[config.mk]
export PLATFORM = sky130hd
export DESIGN_NAME = call_panel
export DESIGN_NICKNAME = d
export VERILOG_FILES = /design/src/rtl/call_panel_pkg.sv /design/src/rtl/call_channel.sv /design/src/rtl/call_panel.sv
export SDC_FILE = /design/constraint.sdc
export NUM_CORES = 1
export LEC_CHECK = 0
export CAP_MARGIN = 20
export CORE_MARGIN = 5
export CORE_UTILIZATION = 31
export CTS_BUF_LIST = sky130_fd_sc_hd__clkbuf_2 sky130_fd_sc_hd__clkbuf_4 sky130_fd_sc_hd__clkbuf_8
export DETAILED_ROUTE_END_ITERATION = 6
export GPL_ROUTABILITY_DRIVEN = 1
export PLACE_DENSITY = 0.45
export SETUP_SLACK_MARGIN = 0.05
export SLEW_MARGIN = 30
export SYNTH_ARGS = -nofsm -noshare
export SYNTH_HDL_FRONTEND = slang
export SYNTH_SLANG_ARGS = --single-unit
[constraint.sdc]
create_clock -name clk -period 2.15 [get_ports clk]
set_input_delay 0.3225 -clock clk [delete_from_list [all_inputs] [get_ports clk]]
set_output_delay 0.3225 -clock clk [all_outputs]
set_load 0.01 [all_outputs]
[src/rtl/call_panel_pkg.sv]
// Shared types and default parameters for the floor call panel.
// Every file that needs the channel state encoding imports this package.
package call_panel_pkg;

    typedef enum logic [1:0] {
        C_IDLE     = 2'd0,
        C_DEBOUNCE = 2'd1,
        C_PENDING  = 2'd2,
        C_HOLD     = 2'd3
    } chan_state_t;

    localparam int DEF_NUM_FLOORS      = 4;
    localparam int DEF_FLOOR_W         = 2;
    localparam int DEF_DEBOUNCE_CYCLES = 8;
    localparam int DEF_CNT_W           = 4;
    localparam int DEF_REPOST_INTERVAL = 16;

endpackage

[src/rtl/call_channel.sv]
// One floor's call path: 2-flop synchroniser, debounce, pending latch with
// periodic repost of the one-cycle req pulse, and hold-until-release.
module call_channel
    import call_panel_pkg::*;
#(
    parameter int FLOOR_ID        = 0,
    parameter int FLOOR_W         = DEF_FLOOR_W,
    parameter int DEBOUNCE_CYCLES = DEF_DEBOUNCE_CYCLES,
    parameter int CNT_W           = DEF_CNT_W,
    parameter int REPOST_INTERVAL = DEF_REPOST_INTERVAL
) (
    input  logic               clk,
    input  logic               reset,
    input  logic               btn,
    input  logic [FLOOR_W-1:0] floor,
    input  logic               door,
    input  logic               moving,
    output logic               req,
    output logic               lamp,
    output logic               lamp_next,
    output chan_state_t        state
);

    localparam logic [CNT_W-1:0] DEB_LAST = CNT_W'(DEBOUNCE_CYCLES - 1);
    localparam logic [CNT_W-1:0] REP_LAST =
        (REPOST_INTERVAL == 0) ? '0 : CNT_W'(REPOST_INTERVAL - 1);

    logic [1:0]       sync;
    logic             btn_s;
    logic             service;
    chan_state_t      state_n;
    logic [CNT_W-1:0] cnt, cnt_n;
    logic [CNT_W-1:0] tmr, tmr_n;
    logic             req_n;

    assign btn_s   = sync[1];
    assign service = door && !moving && (floor == FLOOR_W'(FLOOR_ID));

    always_ff @(posedge clk or posedge reset) begin
        if (reset) begin
            sync  <= '0;
            state <= C_IDLE;
            cnt   <= '0;
            tmr   <= '0;
            req   <= 1'b0;
            lamp  <= 1'b0;
        end else begin
            sync  <= {sync[0], btn};
            state <= state_n;
            cnt   <= cnt_n;
            tmr   <= tmr_n;
            req   <= req_n;
            lamp  <= lamp_next;
        end
    end

    always_comb begin
        state_n = state;
        cnt_n   = cnt;
        tmr_n   = tmr;
        req_n   = 1'b0;
        case (state)
            C_IDLE: begin
                if (btn_s) begin
                    state_n = C_DEBOUNCE;
                    cnt_n   = '0;
                end
            end
            C_DEBOUNCE: begin
                if (!btn_s) begin
                    state_n = C_IDLE;
                end else if (cnt == DEB_LAST) begin
                    // Car already standing open at this floor: swallow the press.
                    if (service) begin
                        state_n = C_HOLD;
                    end else begin
                        state_n = C_PENDING;
                        req_n   = 1'b1;
                        tmr_n   = '0;
                    end
                end else begin
                    cnt_n = cnt + 1'b1;
                end
            end
            C_PENDING: begin
                // Service beats a coincident repost terminal count.
                if (service) begin
                    state_n = btn_s ? C_HOLD : C_IDLE;
                end else if (REPOST_INTERVAL != 0) begin
                    if (tmr == REP_LAST) begin
                        req_n = 1'b1;
                        tmr_n = '0;
                    end else begin
                        tmr_n = tmr + 1'b1;
                    end
                end
            end
            C_HOLD: begin
                if (!btn_s) state_n = C_IDLE;
            end
            default: state_n = C_IDLE;
        endcase
    end

    assign lamp_next = (state_n == C_PENDING);

endmodule

[src/rtl/call_panel.sv]
// Floor call panel: one independent call_channel per floor; req is a one-cycle
// pulse the controller ORs into its request register, so reposts are harmless.
module call_panel
    import call_panel_pkg::*;
#(
    parameter int NUM_FLOORS      = DEF_NUM_FLOORS,
    parameter int FLOOR_W         = DEF_FLOOR_W,
    parameter int DEBOUNCE_CYCLES = DEF_DEBOUNCE_CYCLES,
    parameter int CNT_W           = DEF_CNT_W,
    parameter int REPOST_INTERVAL = DEF_REPOST_INTERVAL
) (
    input  logic                             clk,
    input  logic                             reset,
    input  logic [NUM_FLOORS-1:0]            btn,
    input  logic [FLOOR_W-1:0]               floor,
    input  logic                             door,
    input  logic                             moving,
    output logic [NUM_FLOORS-1:0]            req,
    output logic [NUM_FLOORS-1:0]            lamp,
    output logic                             any_pending,
    output chan_state_t [NUM_FLOORS-1:0]     chan_state
);

    logic [NUM_FLOORS-1:0] lamp_next;

    for (genvar i = 0; i < NUM_FLOORS; i++) begin : g_chan
        call_channel #(
            .FLOOR_ID        (i),
            .FLOOR_W         (FLOOR_W),
            .DEBOUNCE_CYCLES (DEBOUNCE_CYCLES),
            .CNT_W           (CNT_W),
            .REPOST_INTERVAL (REPOST_INTERVAL)
        ) u_chan (
            .clk       (clk),
            .reset     (reset),
            .btn       (btn[i]),
            .floor     (floor),
            .door      (door),
            .moving    (moving),
            .req       (req[i]),
            .lamp      (lamp[i]),
            .lamp_next (lamp_next[i]),
            .state     (chan_state[i])
        );
    end

    // Built from next-state lamps so it changes on the same edge as lamp.
    always_ff @(posedge clk or posedge reset) begin
        if (reset) any_pending <= 1'b0;
        else       any_pending <= |lamp_next;
    end

endmodule

==> impl_metrics.py <==
metrics = {
    "timing": {
        "period_share": 0.864,
        "setup_violations": 0,
        "fin_ws_ns": 0.293,
        "drv_slew": 0,
        "clock_skew_ns": 0.00724,
        "rsz0062_at_grt": "false",
        "worst-slew-pin-transition_ns": 0.513,
        "min_period_ns": 1.86,
        "hold_viol": 0,
        "relSlewSlack": 0.658,
        "fmax_mhz": 538,
    },
    "detailed_routing": {
        "vias": 2826,
        "drtIter0Drc": 174,
        "wl_um": 8020,
        "drc": 0,
        "viasPerCell": 5.10,
        "ant_nets": 0,
        "wire_per_inst_um": 14.5,
        "drt_pass1_iterations": 4,
    },
    "place": {
        "dpl_cell_area_sq_um": 3970,
        "dpl_worst_slack_ns": -0.00397,
        "port_buffers": 26,
        "dp_hpwl_um": 5530,
        "globalplace.congestion": 0.781,
    },
    "power_and_ir_drop": {
        "vdd_drop_max_uv": 383,
        "p_leak_nw": 1.88,
        "power_density_nw_per_um2": 924,
    },
    "clock_tree": {
        "post_cts_resize_count": 0,
        "clk_pin_slew_ns": 0.07,
        "clock-sinks": 57,
        "cts_tree": "yes",
        "htree_num_levels": 3,
        "clockBufferDepth": 2,
        "post_cts_buffers": 0,
        "cts_hold_buf": 0,
        "clock_latency_ns": 0.35,
        "numCtsBuffers": 9,
        "clockRootBuffer": "clkbuf_8",
    },
    "status": {
        "outcome": "finished, final reports clean",
    },
    "logic_synthesis": {
        "synth_edf_count": 0,
        "synth_cells": 376,
        "synth_area_per_cell_sq_um": 9.39,
        "synth-seq-cells": 57,
        "synth_area_leaders": "dfrtp_1 (40%), ha_1 (9.9%), a22o_1 (5.2%), nand2_1 (5.2%), o21ai_0 (4.5%)",
        "synth_fa_ha_area_frac": 0.0992,
        "yosys.area.top_type": "dfrtp_1",
        "netlist_area_sq_um": 3530,
        "synth.distinct_cells": 44,
        "synth_mux_area_frac": 0.0177,
        "synth_top_family_by_area": "simple AND/OR/NAND/NOR gates",
        "synth_xor_area_frac": 0,
        "synth_nets": 414,
        "ys.flop_type": "dfrtp_1",
        "synth_compound_area_frac": 0.203,
        "synthArstFlopShare": 1.00,
        "yosysTopAreaCellShare": 0.404,
        "synth-seq-area-share": 0.404,
        "synthTopCellsByCount": "dfrtp_1 (57), nand2_1 (49), o21ai_0 (32)",
        "yosys.area_share.simple": 0.226,
        "yosys_warnings": 0,
        "synth.most_common_cell": "dfrtp_1",
    },
    "worst_hold_path": {
        "min_path_type": "in2async",
    },
    "floorplanning": {
        "die_h_um": 117,
        "row_count": 39,
        "die_w_um": 117,
        "dieArea_sq_um": 13600,
        "start_util": 0.313,
        "io_pins": 27,
        "core_sq_um": 11300,
    },
    "final_layout": {
        "final_nets": 444,
        "fin_area_sq_um": 4170,
        "drive_gt1_frac": 0.0949,
        "diodes": 0,
        "synthToLayoutAreaGrowth_pct": 18.0,
    },
    "critical_path": {
        "critical_path_class": "reg2reg",
        "worstPathMaxFanout": 6,
        "cp-start-kind": "flop",
        "r2r_slack_ns": 0.29,
        "worst_setup_path_end_kind": "flop",
        "crit_arrival_ns": 2.13,
        "cp.required_ns": 2.42,
    },
    "run": {
        "cap_violations": 0,
    },
    "global_routing": {
        "grt_max_degree": 58,
        "grt_first_pass_wirelength_um": 13700,
        "grt_overflow_total": 0,
        "grt_pass1_vias": 2820,
        "grt_antenna_before_repair": 0,
        "grt.total_usage": 0.129,
    },
}
==> cells in the final DEF, fill, tap and decap left out, types with 4 or more instances in the layout <==
cell             instances
a22o_1                  21
nand4_1                  5
a21o_1                   8
nand2b_1                 5
nand4b_1                 9
buf_4                   11
inv_1                   19
and3_1                   5
nor2_1                  12
clkdlybuf4s50_1         26
a21oi_1                 17
nand3_1                 29
mux2i_1                  4
clkbuf_8                13
nand3b_1                10
ha_1                    28
nand2_1                 49
dfrtp_1                 57
o21ai_0                 32
==> final cells by class <==
type / instances / area, sq um
Clock inverter: 2 / 10.0
Sequential cell: 57 / 1430
Multi-Input combinational cell: 280 / 1930
Inverter: 20 / 75.1
Fill cell: 1159 / 7100
Timing Repair Buffer: 38 / 363
Clock buffer: 14 / 186
Tap cell: 143 / 179
==> layer usage <==
metal | vias up | global-route usage | wire, um
met5 | - | 0 | 0
met4 | 0 | 0.0497 | 121
met3 | 12 | 0.0404 | 340
met2 | 42 | 0.188 | 3510
met1 | 1333 | 0.177 | 4040
li1 | 1439 | - | -
==> cell families after synthesis <==
family,after synthesis
AND/OR/NAND/NOR,143
AO/OA/AOI/OAI,103
flip-flops,57
buffers and inverters,39
adder cells (fa/ha/maj),28
multiplexers,6
==> final timing paths <==
path	start	end	depth (start not counted)
min reg2reg	g_chan[3].u_chan.sync[0]	g_chan[3].u_chan.sync[1]	0
min	reset	g_chan[2].u_chan.sync[0]	3
min in group clk	g_chan[3].u_chan.sync[0]	g_chan[3].u_chan.sync[1]	0
max	g_chan[2].u_chan.state[0]	any_pending	7
max reg2reg	g_chan[2].u_chan.state[0]	any_pending	7
max in group asynchronous	reset	g_chan[3].u_chan.tmr[2]	3
==> stage by stage <==
stage	total power, mW	setup TNS, ns	util	instances	hold slack [ns]
floorplan	2.40	0	-	376	0.331
global placement	2.86	0	0.352	538	0.333
detailed placement	2.86	-0.00397	0.352	538	0.337
CTS	3.90	0	0.370	554	0.347
global route	4.19	0	0.370	554	0.367
finish	3.85	0	0.370	554	0.342
==> power breakdown <==
part,internal [mW],leakage (nW),switching (mW)
sequential,1.23,0.754,0.235
clock,0.554,0.106,0.452
combinational,0.632,1.02,0.748
==> worst max-delay path, cell delays in order (launching register included) <==
cell	delay (ns)
dfrtp_1	0.43
inv_1	0.15
ha_1	0.27
inv_1	0.17
o311ai_0	0.37
a21o_1	0.14
nand4_1	0.14
o2111ai_2	0.11
==> state kept, by name (all words and copies together), names as in the netlist <==
signal               cells
any_pending              1
g_chan.u_chan.cnt       16
g_chan.u_chan.lamp       4
g_chan.u_chan.req        4
g_chan.u_chan.state      8
g_chan.u_chan.sync       8
g_chan.u_chan.tmr       16
No activity file was read; power rests on OpenSTA's default activity.
